File: src/rtl/vga_timing_pkg.sv
// vga_timing_pkg: standard raster geometries and sizing helpers for the VGA timing generator.
package vga_timing_pkg;

    typedef struct packed {
        int display;
        int front;
        int sync;
        int back;
    } axis_t;

    localparam axis_t VGA_640X480_H  = '{640, 16, 96, 48};
    localparam axis_t VGA_640X480_V  = '{480, 10, 2, 33};
    localparam axis_t SVGA_800X600_H = '{800, 40, 128, 88};
    localparam axis_t SVGA_800X600_V = '{600, 1, 4, 23};

    function automatic int axis_total(input int display, input int front, input int sync, input int back);
        return display + front + sync + back;
    endfunction

    function automatic int h_total(input axis_t a);
        return axis_total(a.display, a.front, a.sync, a.back);
    endfunction

    function automatic int v_total(input axis_t a);
        return axis_total(a.display, a.front, a.sync, a.back);
    endfunction

    function automatic int ctr_width(input int n);
        return (n <= 2) ? 1 : $clog2(n);
    endfunction

endpackage

File: src/rtl/vga_timing_gen_param_pixel_tick_div.sv
// pixel_tick_div: divides clk by CLK_DIV into a registered one-clk pixel strobe.
module pixel_tick_div
    import vga_timing_pkg::*;
#(
    parameter int CLK_DIV = 4
) (
    input  logic clk,
    input  logic reset,
    output logic tick,
    output logic tick_next
);

    localparam int CW = ctr_width(CLK_DIV);
    localparam logic [CW-1:0] LAST = CW'(CLK_DIV - 1);

    logic [CW-1:0] cnt;

    // tick_next is the value tick takes on the coming edge, so the counters can move in step with it
    assign tick_next = cnt == LAST;

    always_ff @(posedge clk) begin
        if (!reset) begin
            cnt  <= '0;
            tick <= 1'b0;
        end else begin
            cnt  <= tick_next ? '0 : cnt + 1'b1;
            tick <= tick_next;
        end
    end

endmodule

File: src/rtl/vga_timing_gen_param.sv
// vga_timing_gen_param: parametrised raster timing with sync polarity, pixel divider and line/frame strobes.
module vga_timing_gen_param
    import vga_timing_pkg::*;
#(
    parameter int H_DISPLAY = VGA_640X480_H.display,
    parameter int H_FRONT   = VGA_640X480_H.front,
    parameter int H_SYNC    = VGA_640X480_H.sync,
    parameter int H_BACK    = VGA_640X480_H.back,
    parameter int V_DISPLAY = VGA_640X480_V.display,
    parameter int V_FRONT   = VGA_640X480_V.front,
    parameter int V_SYNC    = VGA_640X480_V.sync,
    parameter int V_BACK    = VGA_640X480_V.back,
    parameter int CLK_DIV   = 4,
    parameter bit H_POL     = 1'b0,
    parameter bit V_POL     = 1'b0,
    parameter int XW        = 10,
    parameter int YW        = 10
) (
    input  logic          clk,
    input  logic          reset,
    output logic          hsync,
    output logic          vsync,
    output logic          video_on,
    output logic          p_tick,
    output logic          line_start,
    output logic          frame_start,
    output logic [XW-1:0] pixel_x,
    output logic [YW-1:0] pixel_y
);

    localparam int H_TOTAL = axis_total(H_DISPLAY, H_FRONT, H_SYNC, H_BACK);
    localparam int V_TOTAL = axis_total(V_DISPLAY, V_FRONT, V_SYNC, V_BACK);

    localparam logic [XW-1:0] X_LAST = XW'(H_TOTAL - 1);
    localparam logic [XW-1:0] X_ACT  = XW'(H_DISPLAY);
    localparam logic [XW-1:0] HS_BEG = XW'(H_DISPLAY + H_FRONT);
    localparam logic [XW-1:0] HS_END = XW'(H_DISPLAY + H_FRONT + H_SYNC - 1);
    localparam logic [YW-1:0] Y_LAST = YW'(V_TOTAL - 1);
    localparam logic [YW-1:0] Y_ACT  = YW'(V_DISPLAY);
    localparam logic [YW-1:0] VS_BEG = YW'(V_DISPLAY + V_FRONT);
    localparam logic [YW-1:0] VS_END = YW'(V_DISPLAY + V_FRONT + V_SYNC - 1);

    if (H_TOTAL > 2**XW || V_TOTAL > 2**YW || CLK_DIV < 1 || H_BACK < 1 || V_BACK < 1) begin : g_bad_geometry
        $error("vga_timing_gen_param: illegal geometry or counter width");
    end

    logic adv;
    logic x_wrap;
    logic y_wrap;
    logic [XW-1:0] x_nxt;
    logic [YW-1:0] y_nxt;

    pixel_tick_div #(.CLK_DIV(CLK_DIV)) u_div (
        .clk       (clk),
        .reset     (reset),
        .tick      (p_tick),
        .tick_next (adv)
    );

    always_comb begin
        x_wrap = adv && pixel_x == X_LAST;
        y_wrap = x_wrap && pixel_y == Y_LAST;
        x_nxt  = !adv ? pixel_x : x_wrap ? '0 : pixel_x + 1'b1;
        y_nxt  = !x_wrap ? pixel_y : y_wrap ? '0 : pixel_y + 1'b1;
    end

    // derived outputs come from the next-state counters so they never skew against pixel_x/pixel_y
    always_ff @(posedge clk) begin
        if (!reset) begin
            pixel_x     <= X_LAST;
            pixel_y     <= Y_LAST;
            hsync       <= ~H_POL;
            vsync       <= ~V_POL;
            video_on    <= 1'b0;
            line_start  <= 1'b0;
            frame_start <= 1'b0;
        end else begin
            pixel_x     <= x_nxt;
            pixel_y     <= y_nxt;
            hsync       <= (x_nxt >= HS_BEG && x_nxt <= HS_END) ? H_POL : ~H_POL;
            vsync       <= (y_nxt >= VS_BEG && y_nxt <= VS_END) ? V_POL : ~V_POL;
            video_on    <= x_nxt < X_ACT && y_nxt < Y_ACT;
            line_start  <= x_wrap;
            frame_start <= y_wrap;
        end
    end

endmodule

File: config.mk
export PLATFORM = sky130hd
export DESIGN_NAME = vga_timing_gen_param
export DESIGN_NICKNAME = d
export VERILOG_FILES = /design/src/rtl/vga_timing_pkg.sv /design/src/rtl/vga_timing_gen_param_pixel_tick_div.sv /design/src/rtl/vga_timing_gen_param.sv
export SDC_FILE = /design/constraint.sdc
export NUM_CORES = 1
export LEC_CHECK = 0
export BUFFER_PORTS_ARGS = -buffer_cell sky130_fd_sc_hd__buf_2
export CORE_AREA = 2 2 57 59
export DETAILED_ROUTE_END_ITERATION = 8
export DIE_AREA = 0 0 59 61
export PLACE_DENSITY = 0.74
export SYNTH_ARGS = -nofsm -noshare
export SYNTH_HDL_FRONTEND = slang
export SYNTH_SLANG_ARGS = --single-unit
File: constraint.sdc
create_clock -name clk -period 2.65 [get_ports clk]
set_clock_uncertainty 0.1 [all_clocks]
set_input_delay 0.3975 -clock clk [delete_from_list [all_inputs] [get_ports clk]]
set_output_delay 0.3975 -clock clk [all_outputs]
set_load 0.03 [all_outputs]
==> impl_metrics.env, run 1 <==
export IMPL_status="finished clean"
export IMPL_vias=1295
export IMPL_finalHoldViolations=0
export IMPL_first_pass_iters=4
export IMPL_insertion_delay_ns=0.33
export IMPL_arrival_ns=2.59
export IMPL_cts_hold_buf=0
export IMPL_core_um2=2950
export IMPL_rr_worst_depth=7
export IMPL_fmax_mhz=403
export IMPL_cts_setup_buffers=0
export IMPL_drive_above_1_share_pct=20.6
export IMPL_hold_start="reset"
export IMPL_rsz0062_at_grt="false"
export IMPL_multi_input_area_um2=831
export IMPL_cp_top_family="simple AND/OR/NAND/NOR gates"
export IMPL_nNetsFinal=196
export IMPL_r2r_setup_slack_ns=0.17
export IMPL_cts_resized=0
export IMPL_layout_common_cells="28 x dfxtp_1, 27 x buf_2, 19 x nand2_1"
export IMPL_groute_usage_overall_pct=19.0
export IMPL_netlist_area_um2=1450
export IMPL_tns_ns=0
export IMPL_max_slew_margin_pct=67.9
export IMPL_antenna_found_initial=0
export IMPL_hold_end="pixel_y[3]$_SDFF_PN1_"
export IMPL_synth_edf_count=0
export IMPL_dp_hpwl_mm=2.40
export IMPL_syn_avg_cell_area_um2=8.86
export IMPL_mostFrequentLayoutCell="dfxtp_1"
export IMPL_clockBufferDepth=2
export IMPL_htreeDepth=1
export IMPL_wirelength_mm=3.19
export IMPL_die_area_um2=3600
export IMPL_ff_latch_area_um2=561
export IMPL_portBuffers=27
export IMPL_wl_per_cell_um=14.4
export IMPL_r2r_start="u_div.cnt[0]$_SDFF_PP0_"
export IMPL_yosysSeqAreaShare_pct=38.6
export IMPL_clk_pin_slew_worst_paths_ns=0.15
export IMPL_design_area_um2=1650
export IMPL_p_leak_nw=0.671
export IMPL_crit_path_start="u_div.cnt[0]$_SDFF_PP0_"
export IMPL_fillers=277
export IMPL_hold_depth=2
export IMPL_ant_nets=0
export IMPL_worst_path_max_fanout=12
export IMPL_diodes=0
export IMPL_ios=28
export IMPL_hp_class="in2reg"
export IMPL_die_h_um=61
export IMPL_synth_top_flop_cell="dfxtp_1"
export IMPL_critPathRequiredTime_ns=2.76
export IMPL_power_density_nw_per_um2=562
export IMPL_cpMostUsedCell="and4_1"
export IMPL_slowest_delay_ns=0.41
export IMPL_clkSinkCount=28
export IMPL_syn_nets=170
export IMPL_min_period_ns=2.48
export IMPL_cts_tree="done"
export IMPL_end_kind="flip-flop"
export IMPL_areaGrowthSynthToFinish_pct=13.4
export IMPL_yosysUniqueCellTypes=44
export IMPL_grt_overflow=0
export IMPL_ys_seq_elements=28
export IMPL_num_rows=20
export IMPL_vdd_ir_drop_max_mv=0.271
export IMPL_grt_pass1_vias=1161
export IMPL_total_power_uw=925
export IMPL_path_cells="ha_1, and4_1, and4_1, nand2_1, mux2_1, mux2i_1, nand4_1"
export IMPL_min_period_over_period_pct=93.7
export IMPL_cpMaxStageDelayCell="and4_1"
export IMPL_cts_made_buffers=3
export IMPL_timing_rr_end="vsync$_SDFF_PN1_"
export IMPL_cts_root_buf="clkbuf_4"
export IMPL_grt_max_degree=20
export IMPL_floorplan_initialDensity_pct=49.2
export IMPL_criticalPathCategory="reg2reg"
export IMPL_yosys_warnings=0
export IMPL_drc=0
export IMPL_crit_path_start_kind="flip-flop"
export IMPL_worst_pin_slew_ns=0.478
export IMPL_syn_instance_count=164
export IMPL_slew_violations=0
export IMPL_viasPerCell=5.83
export IMPL_place_area_um2=1590
export IMPL_maxCapViolations=0
export IMPL_drtIter0Drc=47
export IMPL_synthArstFlopShare_pct=0
export IMPL_crit_buf_inv=0
export IMPL_grt_pass1_wl_mm=5.29
export IMPL_die_x_um=59
export IMPL_setup_viol=0
export IMPL_place_gp_congestion=0.889
## report_power, final
group / internal, mW / total [mW] / switching [mW]
registers: 0.442 / 0.471 / 0.0288
logic: 0.0606 / 0.175 / 0.115
clock network: 0.153 / 0.279 / 0.126
## worst max path at each step
stage,end,slack (ns),cells after the start
2_1_floorplan,vsync$_SDFF_PN1_,0.43,8
3_3_place_gp,vsync$_SDFF_PN1_,0.38,7
3_5_place_dp,vsync$_SDFF_PN1_,0.21,7
4_1_cts,vsync$_SDFF_PN1_,0.18,7
5_1_grt,vsync$_SDFF_PN1_,0.003,7
6_report,vsync$_SDFF_PN1_,0.17,7
## area by class of cell
cell class              count  share of cell area (%)
well taps                  33                    2.51
inverters                   7                    1.60
clock inverters             1                    1.82
repair buffers             27                    8.21
clock buffers               3                    1.37
flip-flops and latches     28                    34.0
multi-input cells         123                    50.5
## layer usage
layer | up-vias | track usage [%] | wire length (um)
met2 | 48 | 33.5 | 1600
met1 | 603 | 23.7 | 1420
met3 | 7 | 2.99 | 136
li1 | 637 | - | -
met5 | - | 0 | 0
met4 | 0 | 6.17 | 38
## flip-flops by register name (all words and copies together) (netlist names)
| name | count |
|---|---|
| pixel_x | 10 |
| u_div.tick | 1 |
| hsync | 1 |
| pixel_y | 10 |
| vsync | 1 |
| line_start | 1 |
| frame_start | 1 |
| video_on | 1 |
| u_div.cnt | 2 |
## kinds of logic after synthesis
group | after synthesis | synth area share, %
and+or+nand+nor | 79 | 33.3
AOI/OAI and AO/OA | 25 | 11.1
xor gates and xnor gates | 13 | 7.84
muxes | 2 | 1.46
DFF | 28 | 38.6
adders and majority gates | 4 | 3.45
buffers and inverters | 13 | 4.22
## synthesized netlist by cell type (2+ instances only)
cell	instances	share of area (%)
a21oi_1	7	2.4
and2_1	2	0.86
and3_1	4	1.7
and3b_1	2	1.2
and4_1	2	1.2
and4b_1	2	1.4
clkbuf_1	3	0.78
dfxtp_1	28	39
ha_1	4	3.4
inv_1	7	1.8
nand2_1	19	4.9
nand3_1	8	2.8
nand4_1	8	3.4
nor2_1	11	2.8
nor2b_1	6	2.6
nor3_1	3	1.0
nor3b_1	2	1.0
nor4_2	2	1.7
o21ai_0	8	2.8
xnor2_1	6	3.6
xor2_1	7	4.2
## stage by stage
step / std cells / utilization [%] / hold WS (ns) / setup slack (ns)
2_1_floorplan: 164 / - / 0.303 / 0.432
3_3_place_gp: 218 / 54.0 / 0.309 / 0.385
3_5_place_dp: 218 / 54.0 / 0.334 / 0.211
4_1_cts: 222 / 55.8 / 0.283 / 0.182
5_1_grt: 222 / 55.8 / 0.313 / 0.00312
6_report: 222 / 55.8 / 0.291 / 0.168
(Power assumes the default switching activity.)
==> inputs of run 2 (changes only) <==
Settings changed: CELL_PAD_IN_SITES_DETAIL_PLACEMENT from default to 0, CELL_PAD_IN_SITES_GLOBAL_PLACEMENT from default to 1, CORE_AREA 2 2 57 59 to 2 2 64 66, DIE_AREA 0 0 59 61 to 0 0 66 68, PLACE_DENSITY 0.74 to 0.73.
==> impl_metrics.env, run 2 (synthesized netlist as in run 1, its figures left out) <==
export IMPL_clk_pin_slew_worst_paths_ns=0.10
export IMPL_pwr_share_clk_pct=29.2
export IMPL_busiest_layer="met2"
export IMPL_clockBufferDepth=2
export IMPL_diodes=0
export IMPL_crit_path_start_kind="flip-flop"
export IMPL_wl_per_cell_um=13.6
export IMPL_switchingPower_uw=278
export IMPL_rsz0062_at_grt="false"
export IMPL_cts_root_buf="clkbuf_8"
export IMPL_die_area_um2=4490
export IMPL_cts_setup_buffers=0
export IMPL_finalHoldViolations=0
export IMPL_ios=28
export IMPL_drtIter0Drc=67
export IMPL_first_pass_iters=4
export IMPL_criticalPathCategory="reg2reg"
export IMPL_fmax_mhz=417
export IMPL_grt_pass1_wl_mm=5.39
export IMPL_cts_resized=0
export IMPL_clkSinkCount=28
export IMPL_holdWs_ns=0.336
export IMPL_vias=1278
export IMPL_combPwrFrac_pct=19.4
export IMPL_critPathRequiredTime_ns=2.71
export IMPL_hp_class="reg2reg"
export IMPL_antenna_found_initial=0
export IMPL_slew_violations=0
export IMPL_cpMostUsedCell="and4_1"
export IMPL_num_rows=23
export IMPL_cpMaxStageDelayCell="and4_1"
export IMPL_viasPerCell=5.33
export IMPL_maxCapViolations=0
export IMPL_end_kind="flip-flop"
export IMPL_power_density_nw_per_um2=545
export IMPL_ant_nets=0
export IMPL_layout_common_cells="28 x dfxtp_1, 27 x buf_2, 19 x nand2_1"
export IMPL_floorplan_initialDensity_pct=37.7
export IMPL_status="finished clean"
export IMPL_min_period_ns=2.40
export IMPL_grt_overflow=0
export IMPL_drc=0
export IMPL_p_leak_nw=0.676
export IMPL_die_x_um=66
export IMPL_switching_share_pct=30.4
export IMPL_max_slew_margin_pct=68.5
export IMPL_min_period_over_period_pct=90.6
export IMPL_nNetsFinal=197
export IMPL_worst_pin_slew_ns=0.468
export IMPL_place_gp_congestion=0.865
export IMPL_core_um2=3860
export IMPL_grtUsageMet1_pct=18.6
export IMPL_power_frac_seq_pct=51.4
export IMPL_cts_hold_buf=0
export IMPL_groute_usage_overall_pct=15.5
export IMPL_wirelength_mm=3.27
export IMPL_tns_ns=0
export IMPL_grtUsageMet3_pct=1.97
export IMPL_drive_above_1_share_pct=21.1
export IMPL_grt_max_degree=20
export IMPL_insertion_delay_ns=0.27
export IMPL_grt_pass1_vias=1205
export IMPL_biggestRegsByFlops="pixel_x x10, pixel_y x10, u_div.cnt x2"
export IMPL_setup_viol=0
export IMPL_cts_tree="done"
export IMPL_areaGrowthSynthToFinish_pct=15.5
export IMPL_portBuffers=27
export IMPL_met2_usage_pct=28.4
export IMPL_worst_path_max_fanout=12
export IMPL_dp_hpwl_mm=2.47
export IMPL_htreeDepth=1
export IMPL_arrival_ns=2.46
export IMPL_die_h_um=68
export IMPL_power_internal_uw=636
export IMPL_path_cells="ha_1, and4_1, and4_1, nand2_1, mux2_1, mux2i_1, nand4_1"
export IMPL_slowest_delay_ns=0.41
export IMPL_vdd_ir_drop_max_mv=0.185
export IMPL_cts_made_buffers=3
export IMPL_mostFrequentLayoutCell="dfxtp_1"
-- run 2: cell type report --
class	count	area, um2
Timing Repair Buffer	28	143
Sequential cell	28	561
Multi-Input combinational cell	123	831
Fill cell	409	2180
Clock buffer	4	55.1
Tap cell	50	62.6
Inverter	7	26.3
-- run 2: layer usage --
metal | vias up | part of all wire, % | routed length (um)
met5 | - | 0 | 0
met4 | 0 | 1.1 | 36
met3 | 4 | 3.4 | 111
met2 | 26 | 49 | 1620
met1 | 613 | 46 | 1500
li1 | 635 | - | -
-- run 2: through the flow --
step                cell area (um2)  util, %  total power [mW]  cells  worst slack (ns)
floorplan                      1450        -             0.611    164             0.432
global placement               1620     42.1             0.656    236             0.361
detailed placement             1620     42.1             0.657    236             0.276
CTS                            1680     43.5             0.923    240             0.256
global route                   1680     43.5             0.960    240            0.0782
finish                         1680     43.5             0.914    240             0.250
-- run 2: critical path, delay by kind of cell, from the launching register on --
family	cells	cell delay [ns]
adder cells (fa/ha/maj)	1	0.35
flip-flops	1	0.35
multiplexers	2	0.46
AND/OR/NAND/NOR	4	1.02
-- run 2: path summary, 6_finish.rpt --
kind,from,end,slack [ns],cells past startpoint
max,u_div.cnt[0]$_SDFF_PP0_,vsync$_SDFF_PN1_,0.25,7
min,u_div.cnt[0]$_SDFF_PP0_,u_div.cnt[0]$_SDFF_PP0_,0.34,1
max reg2reg,u_div.cnt[0]$_SDFF_PP0_,vsync$_SDFF_PN1_,0.25,7
min reg2reg,u_div.cnt[0]$_SDFF_PP0_,u_div.cnt[0]$_SDFF_PP0_,0.34,1
-- run 2: power groups by stage --
stage | Combinational, mW | Sequential [mW] | Clock [mW]
6_report | 0.177 | 0.470 | 0.267
5_1_grt | 0.195 | 0.473 | 0.291
4_1_cts | 0.178 | 0.470 | 0.275
3_5_place_dp | 0.177 | 0.479 | 0
3_3_place_gp | 0.177 | 0.479 | 0
2_1_floorplan | 0.108 | 0.503 | 0
